[src/rtl/cache_mem_arbiter.sv]
// Single-port RAM arbiter for the icache and dcache; data side has fixed priority.
// Define ARB_STARVE_GUARD_EN to force an instruction grant after STARVE_LIMIT data grants.
module cache_mem_arbiter #(
    parameter int ADDR_W       = 32,
    parameter int DATA_W       = 32,
    parameter int STARVE_LIMIT = 4
) (
    input  logic              CLK,
    input  logic              nRST,
    input  logic              iREN,
    input  logic [ADDR_W-1:0] iaddr,
    output logic              iwait,
    output logic [DATA_W-1:0] iload,
    input  logic              dREN,
    input  logic              dWEN,
    input  logic [ADDR_W-1:0] daddr,
    input  logic [DATA_W-1:0] dstore,
    output logic              dwait,
    output logic [DATA_W-1:0] dload,
    output logic              ramREN,
    output logic              ramWEN,
    output logic [ADDR_W-1:0] ramaddr,
    output logic [DATA_W-1:0] ramstore,
    input  logic [DATA_W-1:0] ramload,
    input  logic [1:0]        ramstate
);

    typedef enum logic [1:0] {
        IDLE   = 2'd0,
        DGRANT = 2'd1,
        IGRANT = 2'd2
    } state_t;

    localparam logic [1:0] RAM_ACCESS = 2'd2;

    state_t state, next_state;
    logic   dreq;
    logic   force_i;

    assign dreq = dREN | dWEN;

`ifdef ARB_STARVE_GUARD_EN
    localparam int CNT_W = ($clog2(STARVE_LIMIT + 1) > 3) ? $clog2(STARVE_LIMIT + 1) : 3;
    localparam logic [CNT_W-1:0] LIMIT = CNT_W'(STARVE_LIMIT);

    logic [CNT_W-1:0] starvecnt;

    // Counts data completions that overtook a pending instruction fetch.
    always_ff @(posedge CLK or negedge nRST) begin
        if (!nRST) begin
            starvecnt <= '0;
        end else if (state == IGRANT && iREN && ramstate == RAM_ACCESS) begin
            starvecnt <= '0;
        end else if (state == IDLE && !iREN) begin
            starvecnt <= '0;
        end else if (state == DGRANT && dreq && ramstate == RAM_ACCESS && iREN
                     && starvecnt != LIMIT) begin
            starvecnt <= starvecnt + 1'b1;
        end
    end

    assign force_i = iREN && (starvecnt == LIMIT);
`else
    logic unused_starve_limit;
    assign unused_starve_limit = ^STARVE_LIMIT;
    assign force_i = 1'b0;
`endif

    always_ff @(posedge CLK or negedge nRST) begin
        if (!nRST) begin
            state <= IDLE;
        end else begin
            state <= next_state;
        end
    end

    // Grant owner's address/data pass straight through; a dropped enable ends the grant.
    always_comb begin
        next_state = state;
        iwait      = 1'b1;
        dwait      = 1'b1;
        iload      = '0;
        dload      = '0;
        ramREN     = 1'b0;
        ramWEN     = 1'b0;
        ramaddr    = '0;
        ramstore   = '0;
        case (state)
            IDLE: begin
                if (force_i) begin
                    next_state = IGRANT;
                end else if (dreq) begin
                    next_state = DGRANT;
                end else if (iREN) begin
                    next_state = IGRANT;
                end
            end
            DGRANT: begin
                ramREN   = dREN;
                ramWEN   = dWEN;
                ramaddr  = daddr;
                ramstore = dstore;
                if (!dreq) begin
                    next_state = IDLE;
                end else if (ramstate == RAM_ACCESS) begin
                    dwait      = 1'b0;
                    dload      = ramload;
                    next_state = IDLE;
                end
            end
            IGRANT: begin
                ramREN  = iREN;
                ramaddr = iaddr;
                if (!iREN) begin
                    next_state = IDLE;
                end else if (ramstate == RAM_ACCESS) begin
                    iwait      = 1'b0;
                    iload      = ramload;
                    next_state = IDLE;
                end
            end
            default: begin
                next_state = IDLE;
            end
        endcase
    end

endmodule

[config.mk]
export PLATFORM = sky130hd
export DESIGN_NAME = cache_mem_arbiter
export DESIGN_NICKNAME = d
export VERILOG_FILES = /design/src/rtl/cache_mem_arbiter.sv
export SDC_FILE = /design/constraint.sdc
export NUM_CORES = 1
export LEC_CHECK = 0
export CORE_AREA = 2 2 105 107
export DETAILED_ROUTE_END_ITERATION = 16
export DIE_AREA = 0 0 107 109
export PLACE_DENSITY = 0.68
export SYNTH_ARGS = -nofsm -noshare
export SYNTH_HDL_FRONTEND = slang
export SYNTH_SLANG_ARGS = --single-unit
export TNS_END_PERCENT = 100
[constraint.sdc]
create_clock -name CLK -period 2.3 [get_ports CLK]
set_clock_uncertainty 0.2 [all_clocks]
set_input_delay 0.46 -clock CLK [delete_from_list [all_inputs] [get_ports CLK]]
set_output_delay 0.46 -clock CLK [all_outputs]
set_load 0.01 [all_outputs]
==> reports/metrics.yaml, run 1 <==
r2r_cells: 7
rr_endpoint: "state[0]$_DFFE_PN0P_"
antenna_cells: 0
top_regs: "state: 2 flops"
die_area_mm2: 0.0117
final_cell_mix: "clkdlybuf4s50_1 (129), and2_1 (92), buf_2 (66)"
largest_reg_flops: 2
die_x_um: 107
dp_hpwl_um: 7030
cp_max_fo: 8
power.total_mw: 2.79
finalCritPeriodShare: 1.01
rr_startpoint: "state[0]$_DFFE_PN0P_"
critPathLaunchType: "flip-flop"
endpoint: "ramaddr[30]"
end_kind: "primary output"
rrSetupSlack_ns: 0.51
path_clk_slew_ns: 0.03
cts_tree: "done"
wl_per_cell_um: 15.4
slew_violations: 0
peakVddDrop_mv: 0.475
power_per_cell_area_mw_per_mm2: 652
final_cell_area_mm2: 0.00428
clk_latency_ns: 0.21
finalSetupTns_ns: -0.0303
antenna_found_initial: 0
areaGrowthSynthToFinish_pct: 217
cts_root_buf: "clkbuf_8"
required_ns: 1.64
initial_core_util: 0.127
tightest_slew_ns: 0.365
grt_max_degree: 33
die_h_um: 109
synth.avg_cell_area_um2: 6.52
final_antenna_net_count: 0
vias_per_cell: 4.12
ys_ff_latch: 2
clock-sinks: 2
cp.arrival_ns: 1.66
failed_checks: "setup timing"
fmax_mhz: 432
place_inst: 605
yosysUniqueCellTypes: 20
grt_pass1_wl_um: 12700
p_leak_nw: 2.07
setup_ws_ns: -0.0163
status: "finished, violations left"
routed_wl_um: 9730
rows: 38
placed_area_mm2: 0.00424
ioPinCount: 267
drtPass1Iterations: 4
setup.worst_path.start: "state[1]$_DFFE_PN0P_"
period_minus_slack_ns: 2.32
max-cap-violations: 0
rsz0062_at_grt: "yes"
layout.nets: 634
hold_path.class: "in -> async"
synthCells: 207
syn_nets: 346
grt_pass1_vias: 2452
clock_path_buffers: 2
final_common_cell: "clkdlybuf4s50_1"
gp_congestion: 0.754
numCtsBuffers: 3
port-buffer-count: 266
grt.total_usage: 0.137
htree_levels: 1
seq_area_frac_synth: 0.0371
drt-initial-drc-count: 75
worstSetupPathType: "reg -> out"
netlist_area_mm2: 0.00135
coreArea_mm2: 0.0106
grt_remaining_overflow: 0
vias: 2605
layoutNonFillerInstCount: 633
relSlewSlack: 0.757
final_hold_viol_count: 0
drive_above_1_share: 0.428
finalSetupViolCount: 2
drc: 0
ys_warn_count: 0
top_register: "state"
[where the power goes]
| part | internal [mW] | switching [mW] | total (mW) |
|---|---|---|---|
| Sequential | 0.0477 | 0.0113 | 0.0590 |
| Clock | 0.111 | 0.0295 | 0.140 |
| Combinational | 1.43 | 1.16 | 2.59 |
[synthesized netlist by cell type, drive strengths merged]
cell type	n	area share
a21boi	1	0.0056
a21oi	1	0.0037
a221oi	1	0.0065
a22o	1	0.0065
a22oi	32	0.18
a32o	1	0.0074
and2	97	0.45
buf	6	0.022
clkbuf	14	0.044
dfrtp	2	0.037
ha	4	0.037
inv	5	0.014
nand2	2	0.0056
nand2b	1	0.0046
nor2	4	0.015
nor2b	32	0.15
o21ai	2	0.0074
or4b	1	0.0074
[cell families (layout without fill, tap and decap cells)]
logic type,count (synthesis),after routing,synth area share
adders and majority gates,4,4,0.0371
DFF,2,2,0.0371
and+or+nand+nor,137,137,0.630
AOI/OAI and AO/OA,39,39,0.215
buffers and inverters,25,311,0.0806
[worst min path at each step]
| stage | startpoint | end | slack (ns) |
|---|---|---|---|
| after floorplan | nRST | state[0]$_DFFE_PN0P_ | -0.04 |
| after global placement | state[1]$_DFFE_PN0P_ | state[1]$_DFFE_PN0P_ | 0.43 |
| after detailed placement | nRST | state[1]$_DFFE_PN0P_ | 0.44 |
| after CTS | nRST | state[1]$_DFFE_PN0P_ | 0.22 |
| after global routing | nRST | state[1]$_DFFE_PN0P_ | 0.23 |
| final | nRST | state[1]$_DFFE_PN0P_ | 0.22 |
[timing repair]
item                                    4_1_cts  5_1_grt
pin swaps                                     2        9
gates cloned                                  4        4
endpoints found under the setup margin      132      120
hold buffers                                  0        0
setup buffers                                 8        9
gates resized for setup                     338      182
[stage by stage]
| step | utilization | hold slack [ns] | setup WS (ns) |
|---|---|---|---|
| 2_1_floorplan | - | -0.0356 | 0.270 |
| 3_3_place_gp | 0.400 | 0.428 | -0.479 |
| 3_5_place_dp | 0.400 | 0.436 | -0.482 |
| 4_1_cts | 0.406 | 0.220 | -0.385 |
| 5_1_grt | 0.404 | 0.230 | -0.0705 |
| 6_report | 0.404 | 0.218 | -0.0163 |
[layer usage]
metal  GRT usage  up-vias  wire length [um]
met5           0        -                 0
met4      0.0315        0               116
met3      0.0329       10               881
met2       0.270      160              5070
met1       0.148     1177              3660
li1            -     1258                 -
[cell type report]
type,count,area (um^2)
fillers,1077,6320
inverters,5,18.8
clock buffers,3,41.3
flip-flops and latches,2,50.0
repair buffers,303,2570
multi-input cells,180,1430
well taps,140,175
[worst max-delay path: stages (launching register included)]
cell       delay, ns
dfrtp_1         0.40
buf_6           0.13
ha_4            0.17
buf_6           0.12
clkbuf_16       0.16
buf_4           0.13
a22oi_2         0.14
nor2b_1         0.06
clkbuf_2        0.13
Power figures use the tool's default switching activity.
==> run 2: changes to the inputs <==
==> constraint.sdc (replaced) <==
create_clock -name CLK -period 2.3 [get_ports CLK]
set_clock_uncertainty 0.2 [all_clocks]
set_input_delay 0.575 -clock CLK [delete_from_list [all_inputs] [get_ports CLK]]
set_output_delay 0.575 -clock CLK [all_outputs]
set_load 0.01 [all_outputs]
==> reports/metrics.yaml, run 2 (synthesis results as in run 1) <==
status: "finished, violations left"
failed_checks: "setup timing"
hold_path.class: "in -> async"
power.total_mw: 4.23
finalSetupTns_ns: -13.92
rsz0062_at_grt: "yes"
rr_startpoint: "state[1]$_DFFE_PN0P_"
layoutNonFillerInstCount: 675
tightest_slew_ns: 0.323
vias: 2886
largest_reg_flops: 2
finalCritPeriodShare: 1.12
placed_area_mm2: 0.00424
grt_remaining_overflow: 0
place_ws_ns: -0.708
rows: 38
critPathLaunchType: "flip-flop"
required_ns: 1.52
wl_per_cell_um: 18.1
vias_per_cell: 4.28
period_minus_slack_ns: 2.58
die_area_mm2: 0.0117
hold_buffers: 0
antenna_found_initial: 0
numCtsBuffers: 3
fmax_mhz: 388
end_kind: "primary output"
p_leak_nw: 2.59
top_regs: "state: 2 flops"
drtPass1Iterations: 4
clock_path_buffers: 2
max-cap-violations: 0
n_fill_cell: 938
setup_ws_ns: -0.279
worstSetupPathType: "reg -> out"
drc: 0
htree_levels: 1
areaGrowthSynthToFinish_pct: 325
grt_max_degree: 17
final_hold_viol_count: 0
coreArea_mm2: 0.0106
r2r_cells: 7
finalSetupViolCount: 125
clk_latency_ns: 0.21
cts_tree: "done"
peakVddDrop_mv: 0.455
die_h_um: 109
place_inst: 605
power_per_cell_area_mw_per_mm2: 737
ioPinCount: 267
cp_max_fo: 4
antenna_cells: 0
final_antenna_net_count: 0
setup.worst_path.start: "state[0]$_DFFE_PN0P_"
final_cell_area_mm2: 0.00574
final_cell_mix: "buf_6 (138), clkdlybuf4s50_1 (129), and2_4 (91)"
port-buffer-count: 266
drive_above_1_share: 0.682
grt.total_usage: 0.176
final_common_cell: "buf_6"
dp_hpwl_um: 7130
cts_root_buf: "clkbuf_8"
slew_violations: 0
grt_pass1_vias: 2925
relSlewSlack: 0.784
cp.arrival_ns: 1.80
layout.nets: 676
die_x_um: 107
grt_pass1_wl_um: 15900
path_clk_slew_ns: 0.03
routed_wl_um: 12200
top_register: "state"
clock-sinks: 2
initial_core_util: 0.127
drt-initial-drc-count: 136
gp_congestion: 0.754
rr_endpoint: "state[0]$_DFFE_PN0P_"
rrSetupSlack_ns: 0.49
==> run 2: worst max-delay path by stage <==
stage | end | slack [ns] | cells after the start
detailed placement | dload[4] | -0.71 | 6
global route | dload[24] | -0.32 | 10
CTS | dload[23] | -0.49 | 13
global placement | dload[4] | -0.71 | 6
floorplan | ramREN | 0.16 | 6
finish | dload[10] | -0.28 | 10
==> run 2: power breakdown <==
| group | internal, mW | switching, mW |
|---|---|---|
| sequential | 0.0477 | 0.0115 |
| combinational | 2.49 | 1.54 |
| clock | 0.111 | 0.0300 |
==> run 2: what timing repair did <==
item | CTS | global route
gates cloned | 13 | 6
buffers inserted | 49 | 27
setup endpoints to repair | 132 | 130
hold endpoints to repair | 0 | 0
gates resized for setup | 716 | 181
pin swaps | 35 | 48
==> run 2: per-layer routing <==
metal	wire length, um	GRT usage	share of wire
met1	4400	0.190	0.36
met2	6600	0.345	0.54
met3	999	0.0341	0.082
met4	230	0.0482	0.019
met5	0	0	0
==> run 2: per-stage QoR <==
step	utilization	hold WS (ns)
5_1_grt	0.542	0.348
4_1_cts	0.484	0.338
3_3_place_gp	0.400	0.428
2_1_floorplan	-	0.0794
3_5_place_dp	0.400	0.450
6_report	0.542	0.338
==> run 2: layout make-up <==
type                       instances  area (um^2)  share of cell area
clock buffer                       3         41.3             0.00719
sequential                         2         50.0             0.00872
timing repair buffer             345         3730               0.650
inverter                           5         18.8             0.00327
multi-input combinational        180         1720               0.300
tap                              140          175              0.0305
==> run 2: worst max-delay path: stages (launching register included) <==
cell     delay [ns]
dfrtp_1        0.39
buf_6          0.13
ha_4           0.18
o21ai_4        0.08
nor2_4         0.07
buf_6          0.11
buf_6          0.12
buf_6          0.12
buf_8          0.12
and2_4         0.15
buf_6          0.11
==> run 3: changes to the inputs <==
SKIP_LAST_GASP = 1   (was not set)
==> reports/metrics.yaml, run 3 (synthesis results as in run 1) <==
status: "finished, violations left"
failed_checks: "setup timing"
rows: 38
cts_tree: "done"
vias: 2868
ioPinCount: 267
rrSetupSlack_ns: 0.51
antenna_found_initial: 0
grt.total_usage: 0.169
clk_latency_ns: 0.21
final_cell_mix: "clkdlybuf4s50_1 (129), buf_6 (125), and2_4 (90)"
grt_pass1_vias: 2855
final_cell_area_mm2: 0.00563
top_register: "state"
power_per_cell_area_mw_per_mm2: 707
cp.arrival_ns: 1.85
finalSetupViolCount: 128
crit_chain: "buf_6 -> ha_4 -> o21ai_4 -> nor2_4 -> buf_6 -> buf_6 -> buf_16 -> buf_6 -> buf_6 -> and2_4 -> buf_6"
rsz0062_at_grt: "yes"
setup_ws_ns: -0.323
place_inst: 605
wl_per_cell_um: 17.3
critPathLaunchType: "flip-flop"
r2r_cells: 7
drt-initial-drc-count: 84
rr_endpoint: "state[0]$_DFFE_PN0P_"
htree_levels: 1
gp_congestion: 0.754
final_antenna_net_count: 0
slew_violations: 0
power.total_mw: 3.97
wl_met1_um: 4300
largest_reg_flops: 2
tightest_slew_ns: 0.323
clock_path_buffers: 2
die_area_mm2: 0.0117
dp_hpwl_um: 7130
grt_pass1_wl_um: 15300
drc: 0
place_ws_ns: -0.708
die_h_um: 109
wl_met2_um: 6290
grt_remaining_overflow: 0
cp_slowest_cell: "dfrtp_1"
routed_wl_um: 11700
grt_max_degree: 17
antenna_cells: 0
coreArea_mm2: 0.0106
initial_core_util: 0.127
worstSetupPathType: "reg -> out"
cts_root_buf: "clkbuf_8"
endpoint: "dload[23]"
period_minus_slack_ns: 2.62
cp_slowest_stage_delay_ns: 0.39
die_x_um: 107
final_common_cell: "clkdlybuf4s50_1"
path_clk_slew_ns: 0.03
drtPass1Iterations: 4
rr_startpoint: "state[1]$_DFFE_PN0P_"
layoutNonFillerInstCount: 676
hold_path.class: "in -> async"
n_fill_cell: 929
fin_util: 0.531
end_kind: "primary output"
p_leak_nw: 2.56
relSlewSlack: 0.785
layout.nets: 677
routed.top_layer: "met4"
hold_slack_ns: 0.336
setup.worst_path.start: "state[0]$_DFFE_PN0P_"
numCtsBuffers: 3
finalCritPeriodShare: 1.14
top_regs: "state: 2 flops"
areaGrowthSynthToFinish_pct: 317
clock-sinks: 2
cp_max_fo: 3
port-buffer-count: 266
crit_top_cell: "buf_6"
required_ns: 1.52
finalSetupTns_ns: -13.31
drive_above_1_share: 0.668
final_hold_viol_count: 0
vias_per_cell: 4.24
route.met3.wl_um: 901
peakVddDrop_mv: 0.449
placed_area_mm2: 0.00424
max-cap-violations: 0
fmax_mhz: 381
[run 3: repair_timing]
action | CTS | global route
endpoints found under the hold margin | 0 | 0
endpoints found under the setup margin | 132 | 130
hold buffers | 0 | 0
gates resized for setup | 660 | 198
setup buffers | 49 | 25
cloned | 13 | 5
pin swaps | 34 | 50
[run 3: worst min-delay path by stage]
| stage | from | depth (start not counted) | end | slack [ns] |
|---|---|---|---|---|
| after global placement | state[1]$_DFFE_PN0P_ | 2 | state[1]$_DFFE_PN0P_ | 0.43 |
| after floorplan | nRST | 0 | state[0]$_DFFE_PN0P_ | 0.08 |
| after global routing | nRST | 1 | state[0]$_DFFE_PN0P_ | 0.35 |
| after detailed placement | state[1]$_DFFE_PN0P_ | 2 | state[1]$_DFFE_PN0P_ | 0.45 |
| final | nRST | 1 | state[0]$_DFFE_PN0P_ | 0.34 |
| after CTS | nRST | 1 | state[1]$_DFFE_PN0P_ | 0.34 |
[run 3: final cells by class]
cell class | count | area, um^2 | share of cell area
flip-flops and latches | 2 | 50.0 | 0.00890
inverters | 5 | 18.8 | 0.00334
repair buffers | 346 | 3670 | 0.652
clock buffers | 3 | 41.3 | 0.00734
well taps | 140 | 175 | 0.0311
multi-input cells | 180 | 1670 | 0.297
[run 3: worst max-delay path: cells and delay by family, from the launching register on]
family	cells	cell delay, ns
buffers and inverters	7	0.79
flip-flops	1	0.39
AND/OR/NAND/NOR	2	0.18
adder cells (fa/ha/maj)	1	0.17
AO/OA/AOI/OAI	1	0.07
[run 3: where the power goes]
part	internal (mW)	switching, mW	total [mW]	leakage [nW]
Combinational	2.31	1.46	3.77	2.51
Sequential	0.0477	0.0116	0.0593	0.0256
Clock	0.111	0.0299	0.141	0.0216
[run 3: metal layers]
layer,up-vias,track usage
li1,1352,-
met1,1338,0.186
met2,166,0.332
met3,12,0.0305
met4,0,0.0445
met5,-,0
